`config.mk`:
```
export PLATFORM = sky130hd
export DESIGN_NAME = uart_rx_deserializer
export DESIGN_NICKNAME = d
export VERILOG_FILES = /design/src/rtl/uart_pkg.sv /design/src/rtl/uart_rx_sampler.sv /design/src/rtl/uart_rx_deserializer.sv
export SDC_FILE = /design/constraint.sdc
export NUM_CORES = 1
export LEC_CHECK = 0
export ABC_AREA = 1
export BUFFER_PORTS_ARGS = -buffer_cell sky130_fd_sc_hd__buf_2
export CAP_MARGIN = 25
export CORE_ASPECT_RATIO = 2
export CORE_MARGIN = 5
export CORE_UTILIZATION = 55
export CTS_BUF_LIST = sky130_fd_sc_hd__clkbuf_8
export DETAILED_ROUTE_END_ITERATION = 10
export GPL_ROUTABILITY_DRIVEN = 0
export PLACE_DENSITY = 0.87
export SETUP_SLACK_MARGIN = 0.15
export SLEW_MARGIN = 20
export SYNTH_ARGS = -nofsm -noshare
export SYNTH_HDL_FRONTEND = slang
export SYNTH_SLANG_ARGS = --single-unit
```
`constraint.sdc`:
```
create_clock -name PCLK -period 2.1 [get_ports PCLK]
set_clock_uncertainty 0.15 [all_clocks]
set_input_delay 0.525 -clock PCLK [delete_from_list [all_inputs] [get_ports PCLK]]
set_output_delay 0.525 -clock PCLK [all_outputs]
set_load 0.005 [all_outputs]
```
`src/rtl/uart_pkg.sv`:
```
// Shared UART receive types, idle level and default frame geometry.
package uart_pkg;

  localparam int unsigned DATA_BITS_DEF  = 8;
  localparam int unsigned OVERSAMPLE_DEF = 16;
  localparam logic        UART_IDLE_LEVEL = 1'b1;

  typedef enum logic [2:0] {
    IDLE   = 3'd0,
    START  = 3'd1,
    DATA   = 3'd2,
    PARITY = 3'd3,
    STOP   = 3'd4
  } rx_state_t;

  function automatic logic maj3(input logic a, input logic b, input logic c);
    return (a & b) | (a & c) | (b & c);
  endfunction

endpackage

```
`src/rtl/uart_rx_sampler.sv`:
```
// Line synchronizer, oversample tick counter and mid-bit sample strobe.
// UART_RX_MAJORITY_VOTE_EN: strobe one tick late with the 2-of-3 vote around mid-bit.
module uart_rx_sampler
  import uart_pkg::*;
#(
  parameter int unsigned OVERSAMPLE = OVERSAMPLE_DEF
) (
  input  logic clk_i,
  input  logic rst_n_i,
  input  logic baud_tick_i,
  input  logic rx_i,
  input  logic cnt_clr_i,
  output logic line_o,
  output logic sample_valid_c_o,
  output logic sample_bit_c_o
);

  localparam int unsigned CNT_W = $clog2(OVERSAMPLE);
  localparam int unsigned MID   = OVERSAMPLE / 2 - 1;

  logic             sync1_q, sync2_q;
  logic [CNT_W-1:0] cnt_q, cnt_d;

  always_ff @(posedge clk_i or negedge rst_n_i) begin
    if (!rst_n_i) begin
      sync1_q <= UART_IDLE_LEVEL;
      sync2_q <= UART_IDLE_LEVEL;
    end else begin
      sync1_q <= rx_i;
      sync2_q <= sync1_q;
    end
  end

  // Counter is held at 0 while idle so mid-bit lands half a bit after the start edge.
  always_comb begin
    cnt_d = cnt_q;
    if (cnt_clr_i) begin
      cnt_d = '0;
    end else if (baud_tick_i) begin
      cnt_d = (cnt_q == CNT_W'(OVERSAMPLE - 1)) ? '0 : cnt_q + CNT_W'(1);
    end
  end

  always_ff @(posedge clk_i or negedge rst_n_i) begin
    if (!rst_n_i) cnt_q <= '0;
    else          cnt_q <= cnt_d;
  end

  assign line_o = sync2_q;

`ifdef UART_RX_MAJORITY_VOTE_EN
  logic [1:0] vote_q, vote_d;

  always_comb begin
    vote_d = vote_q;
    if (baud_tick_i && (cnt_q == CNT_W'(MID - 1))) vote_d[0] = sync2_q;
    if (baud_tick_i && (cnt_q == CNT_W'(MID)))     vote_d[1] = sync2_q;
  end

  always_ff @(posedge clk_i or negedge rst_n_i) begin
    if (!rst_n_i) vote_q <= '0;
    else          vote_q <= vote_d;
  end

  assign sample_valid_c_o = baud_tick_i && !cnt_clr_i && (cnt_q == CNT_W'(MID + 1));
  assign sample_bit_c_o   = maj3(vote_q[0], vote_q[1], sync2_q);
`else
  assign sample_valid_c_o = baud_tick_i && !cnt_clr_i && (cnt_q == CNT_W'(MID));
  assign sample_bit_c_o   = sync2_q;
`endif

endmodule

```
`src/rtl/uart_rx_deserializer.sv`:
```
// UART receive frame assembler: start, LSB-first data, parity, stop.
// UART_RX_MAJORITY_VOTE_EN selects 2-of-3 bit voting inside uart_rx_sampler.
module uart_rx_deserializer
  import uart_pkg::*;
#(
  parameter int unsigned DATA_BITS  = DATA_BITS_DEF,
  parameter int unsigned OVERSAMPLE = OVERSAMPLE_DEF
) (
  input  logic                 PCLK,
  input  logic                 PRESETn,
  input  logic                 baud_tick,
  input  logic                 rx_in,
  output logic [DATA_BITS-1:0] rx_data,
  output logic                 rx_parity_bit,
  output logic                 error_check_en,
  output logic                 rx_done,
  output logic                 framing_error,
  output logic                 rx_busy
);

  localparam int unsigned IDX_W = (DATA_BITS > 1) ? $clog2(DATA_BITS) : 1;

  rx_state_t            state_q, state_d;
  logic [IDX_W-1:0]     bit_idx_q, bit_idx_d;
  logic [DATA_BITS-1:0] shift_q, shift_d;
  logic                 par_q, par_d;
  logic [DATA_BITS-1:0] rx_data_q, rx_data_d;
  logic                 rx_par_q, rx_par_d;
  logic                 ferr_q, ferr_d;
  logic                 done_q, done_d;
  logic                 ecen_q, ecen_d;
  logic                 busy_q, busy_d;

  logic line, smp_valid_c, smp_bit_c, start_low_c;

  uart_rx_sampler #(
    .OVERSAMPLE(OVERSAMPLE)
  ) u_sampler (
    .clk_i           (PCLK),
    .rst_n_i         (PRESETn),
    .baud_tick_i     (baud_tick),
    .rx_i            (rx_in),
    .cnt_clr_i       (state_q == IDLE),
    .line_o          (line),
    .sample_valid_c_o(smp_valid_c),
    .sample_bit_c_o  (smp_bit_c)
  );

  assign start_low_c = baud_tick && (line != UART_IDLE_LEVEL);

  always_ff @(posedge PCLK or negedge PRESETn) begin
    if (!PRESETn) begin
      state_q   <= IDLE;
      bit_idx_q <= '0;
      shift_q   <= '0;
      par_q     <= 1'b0;
      rx_data_q <= '0;
      rx_par_q  <= 1'b0;
      ferr_q    <= 1'b0;
      done_q    <= 1'b0;
      ecen_q    <= 1'b0;
      busy_q    <= 1'b0;
    end else begin
      state_q   <= state_d;
      bit_idx_q <= bit_idx_d;
      shift_q   <= shift_d;
      par_q     <= par_d;
      rx_data_q <= rx_data_d;
      rx_par_q  <= rx_par_d;
      ferr_q    <= ferr_d;
      done_q    <= done_d;
      ecen_q    <= ecen_d;
      busy_q    <= busy_d;
    end
  end

  // Next-state: each non-idle state advances on the sampler's mid-bit strobe.
  always_comb begin
    state_d = state_q;
    case (state_q)
      IDLE:    if (start_low_c) state_d = START;
      START:   if (smp_valid_c) state_d = (smp_bit_c == UART_IDLE_LEVEL) ? IDLE : DATA;
      DATA:    if (smp_valid_c && (bit_idx_q == IDX_W'(DATA_BITS - 1))) state_d = PARITY;
      PARITY:  if (smp_valid_c) state_d = STOP;
      STOP:    if (smp_valid_c) state_d = IDLE;
      default: state_d = IDLE;
    endcase
  end

  // Datapath and registered outputs; result registers only move at stop mid-bit.
  always_comb begin
    bit_idx_d = bit_idx_q;
    shift_d   = shift_q;
    par_d     = par_q;
    rx_data_d = rx_data_q;
    rx_par_d  = rx_par_q;
    ferr_d    = ferr_q;
    done_d    = 1'b0;
    ecen_d    = 1'b0;
    busy_d    = (state_d != IDLE);
    case (state_q)
      START: if (smp_valid_c) bit_idx_d = '0;
      DATA: begin
        if (smp_valid_c) begin
          shift_d[bit_idx_q] = smp_bit_c;
          bit_idx_d          = bit_idx_q + IDX_W'(1);
        end
      end
      PARITY: if (smp_valid_c) par_d = smp_bit_c;
      STOP: begin
        if (smp_valid_c) begin
          rx_data_d = shift_q;
          rx_par_d  = par_q;
          ferr_d    = ~smp_bit_c;
          done_d    = 1'b1;
          ecen_d    = 1'b1;
        end
      end
      default: ;
    endcase
  end

  assign rx_data        = rx_data_q;
  assign rx_parity_bit  = rx_par_q;
  assign error_check_en = ecen_q;
  assign rx_done        = done_q;
  assign framing_error  = ferr_q;
  assign rx_busy        = busy_q;

endmodule

```
---- Yosys cells after proc, flatten, opt, wreduce, memory -nomap -nowiden ----
Index checks and enable logic that the tools add are counted.
word-level totals
  register bits ........................... 33
  bits of input ports ..................... 4
  output and inout port bits .............. 13
  logic and storage cells ................. 58
cells by class
  add/sub/neg operators ................... 2
  $lt $le $gt $ge ......................... 2
  equality and inequality tests ........... 9
  mux-type cells .......................... 18
  bitwise logic cells ..................... 1
  reductions and logical operators ........ 14
operators with widths
  cell                   count
  $mux W3                7
  $pmux W3 S5            1
  $mux W4                3
  $bwmux W8              1
  $eq A3 B2 Y1 const B   2
  $eq A3 B3 Y1 const B   2
  $pmux W3 S2            1
  $reduce_and A2 Y1      3
  $logic_and A1 B1 Y1    5
  $add A4 B1 Y4 const B  1
  $eq A4 B3 Y1 const B   1
  $eq A4 B4 Y1 const B   1
  $lt A3 B4 Y1 const B   1
  $ne A2 B2 Y1 const B   2
  $reduce_bool A2 Y1     2
  $add A3 B1 Y3 const B  1
  $demux W1 S3           1
  $eq A3 B1 Y1 const B   1
  $ge A3 B1 Y1 const B   1
  $logic_not A3 Y1       1
  $mux W1                3
  $reduce_and A3 Y1      1
  $reduce_bool A3 Y1     1
  $mux W2                1
  2 further kinds        2

---- Logic depth before layout (Yosys ltp) ----
  depth after elaboration ................. 8
  gate-level depth with buffers ........... 9
  depth with buffers taken out ............ 8

---- Hierarchy ----
Synthesis repeated with hierarchy kept, for this count alone.
second synthesis, totals
  cells, all modules ...................... 180
  area, all modules ....................... 1524.0 µm²
modules (own cells, without submodules)
  module                instances  cells each  area each (µm²)  sequential area each (µm²)
  uart_rx_deserializer  1          148         1223.7           675.6
  uart_rx_sampler       1          32          300.3            152.6

---- Worst setup path before layout ----
OpenSTA, ideal clock, no wires.
  path kind ............................... reg-to-reg
  start ................................... reg u_sampler.cnt_q[0]
  end ..................................... reg busy_q (netlist: rx_busy)
  library setup time ...................... 128 ps
  arrival ................................. 1301 ps
  required time ........................... 1822 ps
  setup slack ............................. 520 ps
  cell stages (with the launch flop) ...... 9
  path buffers ............................ 0
  period minus slack after synthesis ...... 1580 ps
  cells stage by stage .................... dfrtp_1 -> ha_1 -> nand2_1 -> nor2_2 -> nand3_1 -> nand2_1 -> nand2_1 -> nor2_1 -> nand3_1
between the ends
  cells in the longest elaborated chain, start to end .. 6
  elaborated cells between the ends (all ways) .. 9
  those cells by class .................... eq/ne: 1; mux: 5; reduce/logical: 3
RTL lines
  item                     RTL line                     text
  start, declared          uart_rx_sampler.sv:22        logic [CNT_W-1:0] cnt_q, cnt_d;
  start signal, assigned   uart_rx_sampler.sv:46        else cnt_q <= cnt_d;
  $eq A4 B3 Y1 (*)         uart_rx_sampler.sv:68        assign sample_valid_c_o = baud_tick_i && !cnt_clr_i && (cnt_q == CNT_W'(MID));
  $logic_and A1 B1 Y1 (*)  uart_rx_sampler.sv:68
  $logic_and A1 B1 Y1      uart_rx_deserializer.sv:83   DATA: if (smp_valid_c && (bit_idx_q == IDX_W'(DATA_BITS - 1))) state_d = PARITY;
  $mux W3                  uart_rx_deserializer.sv:83
  $pmux W3 S5 (*)          uart_rx_deserializer.sv:80   case (state_q)
  $reduce_bool A3 Y1 (*)   uart_rx_deserializer.sv:100  busy_d = (state_d != IDLE);
  via busy_d               uart_rx_deserializer.sv:32   logic busy_q, busy_d;
  end signal, assigned     uart_rx_deserializer.sv:73   busy_q <= busy_d;
  end, declared            uart_rx_deserializer.sv:32
Mark *: on every way through the listed nets, which the timed path passes. The rest lies on a longest branch.
A chain may end at the register's enable or synchronous reset.

---- Worst setup path in the final report ----
Ends and elaborated chain as after synthesis.

==> impl_metrics.json <==
{
  "status": "completed",
  "synthesis.area_per_instance_sq_um": 8.51,
  "worst-endpoint-arrival_ps": 1780,
  "ctsLongestPathBuffers": 2,
  "synth.net_count": 186,
  "grt_overflow_total": 0,
  "worst_slew_margin_relative_to_its_limit_pct": 52.2,
  "die_area_sq_um": 3980,
  "hold_slack_ps": 139,
  "fraction_of_synthesis_flops_using_an_asynchronous_set_or_reset_pin_pct": 100,
  "design_area_sq_um": 1750,
  "ys.flop_type": "dfrtp_1",
  "drive_gt1_share_pct": 19.5,
  "detailroute.via_count": 1228,
  "max_cap_viol_count": 0,
  "drt.antenna.violating_nets": 0,
  "cts_num_sinks": 33,
  "number_of_flops_mapped_to_enable_cells_by_yosys": 0,
  "initial_core_util_pct": 56.3,
  "setup.reg_to_reg.worst_slack_ps": 340,
  "power_density_nw_per_um2": 1050,
  "dr.first_iter.drc_count": 23,
  "worst_ep_required_time_ps": 2110,
  "synth.lib_cells_used.distinct": 24,
  "buffer_ports.inserted": 16,
  "synth.area.top_cells": "dfrtp_1 51%, nand2_1 16%, nand3_1 4.3%, nor2_1 3.7%, dfstp_2 3.5%",
  "hold_viol_final": 0,
  "worst_setup_path_start_kind": "flip-flop",
  "root_buffer": "clkbuf_8",
  "syn_area_sq_um": 1520,
  "cts_max_level": 2,
  "cellLeakagePower_nw": 0.957,
  "clock_insertion_delay_worst_skew_ps": 280,
  "critPathKind": "reg2reg",
  "setup_viol": 0,
  "post-layout-total-power_w": 0.00183,
  "placeable_core_area_sq_um": 2700,
  "cts_tree": "done",
  "remaining_drc_errors": 0,
  "rows": 27,
  "antenna_cells": 0,
  "viasPerCell": 5.36,
  "setup_repair_after_global_routing_missed_its_margin": "no",
  "synth_sequential_area_ratio_pct": 54.4,
  "finalWorstPathRequiredPeriod_ps": 1760,
  "syn_inst": 179,
  "die_height_um": 84.4,
  "synth.cells.most_frequent": "64 x nand2_1, 31 x dfrtp_1, 15 x nor2_1",
  "end_of_flow_core_utilization_pct": 64.7,
  "fmaxAchievable_mhz": 567,
  "wirelength_mm": 3.01,
  "ys_warn_count": 0,
  "first_global_vias": 1259,
  "slew_violations": 0,
  "ir_worst_vdd_uv": 855,
  "worst_setup_hold_path_clk_slew_ps": 60,
  "ctsHoldBuffers": 0,
  "grt_start_max_net_pins": 34,
  "min_path_type": "in2async",
  "end_kind": "flip-flop",
  "placedInstanceArea_sq_um": 1620,
  "dp_hpwl_mm": 2.12,
  "grt_antenna_before_repair": 0,
  "post-synth-top-area-cell": "dfrtp_1",
  "grt_pass1_wl_mm": 5.38,
  "groute.usage.overall_pct": 18.5,
  "synthMostInstantiatedCell": "nand2_1",
  "dieWidth_um": 47.2,
  "worst_pin_slew_ps": 717,
  "worstPathMaxFanout": 6,
  "drt_pass1_iterations": 4,
  "post-route-period-util_pct": 84.0,
  "ys_ff_latch": 33,
  "io_pins": 17,
  "flow.area_growth_from_synthesis_pct": 14.8,
  "finalNetCount": 206,
  "wl_per_cell_um": 13.1,
  "synth_top_area_share_pct": 50.9,
  "cts_buffers": 5,
  "fin_tns_setup_ps": 0
}
[per-layer routing]
layer  part of all wire (%)  vias up  track usage (%)
met5                      0        -                0
met4                    2.1        0             9.32
met3                    4.1        7             4.29
met2                     57       29             32.1
met1                     37      584             19.3
li1                       -      608                -
[worst paths after layout]
check | startpoint | endpoint | depth (start not counted)
hold reg to reg | u_sampler.sync1_q | u_sampler.line_o | 0
max in group asynchronous | PRESETn | bit_idx_q[0] | 1
hold / removal | PRESETn | rx_data[6] | 1
setup / recovery | u_sampler.cnt_q[0] | rx_busy | 8
min in group PCLK | rx_in | u_sampler.sync1_q | 1
setup reg to reg | u_sampler.cnt_q[0] | rx_busy | 8
[cells by family after synthesis]
logic type / synth area share [%]
AND/OR/NAND/NOR: 30.2
flip-flops: 54.4
buffers and inverters: 6.08
AO/OA/AOI/OAI: 6.24
adder cells (fa/ha/maj): 2.47
XOR/XNOR: 0.575
[placed cells by master (no fill, tap or decap)]
| cell | instances |
|---|---|
| xor2_1 | 1 |
| nand4_1 | 1 |
| a21oi_1 | 1 |
| dfrtp_1 | 31 |
| bufinv_16 | 1 |
| nand3_1 | 12 |
| nand3_2 | 2 |
| nor3_2 | 1 |
| a21oi_2 | 1 |
| nor2_4 | 1 |
| nand2_4 | 1 |
| o21ai_1 | 9 |
| nand2_1 | 64 |
| nor2_1 | 15 |
| nand3_4 | 1 |
| inv_2 | 4 |
| nor2_2 | 1 |
| and3_1 | 1 |
| ha_1 | 3 |
| buf_4 | 1 |
| clkbuf_8 | 6 |
| nor3_1 | 1 |
| inv_1 | 14 |
| buf_2 | 16 |
| dfstp_2 | 2 |
| o21ai_0 | 8 |
| nor2_8 | 1 |
[stage by stage]
| stage | std cells | worst slack, ps |
|---|---|---|
| detailed placement | 221 | 272 |
| floorplan | 179 | 520 |
| global route | 229 | 193 |
| global placement | 221 | 298 |
| finish | 229 | 336 |
| CTS | 229 | 221 |
[power by group]
part	internal [W]	switching [W]	leakage, nW
sequential	0.000722	0.0000989	0.430
combinational	0.000138	0.000267	0.464
clock	0.000382	0.000226	0.0626
total	0.00124	0.000592	0.957
[cell type report]
| class | count | area (sq um) |
|---|---|---|
| Clock buffer | 6 | 82.6 |
| Clock inverter | 2 | 33.8 |
| Fill cell | 220 | 955 |
| Inverter | 17 | 63.8 |
| Multi-Input combinational cell | 125 | 616 |
| Sequential cell | 33 | 828 |
| Tap cell | 29 | 36.3 |
| Timing Repair Buffer | 17 | 87.6 |
[what timing repair did]
item,4_1_cts,5_1_grt
gates resized for setup,0,3
setup buffers,0,0
endpoints found under the setup margin,0,6
[state kept, by name, summed over array words and instances (netlist names), 3 cells and up]
signal and flops:
u_sampler.cnt_q 4, state_q 3, rx_data 8, shift_q 8, bit_idx_q 3
[critical path, stage by stage (launching register included)]
cell and delay (ps):
dfrtp_1 390, ha_1 210, nand2_1 120, nor2_4 180, nand3_2 190, nand2_1 120, nand2_1 60, nor2_1 120
nand3_1 100
(Power assumes the default switching activity.)
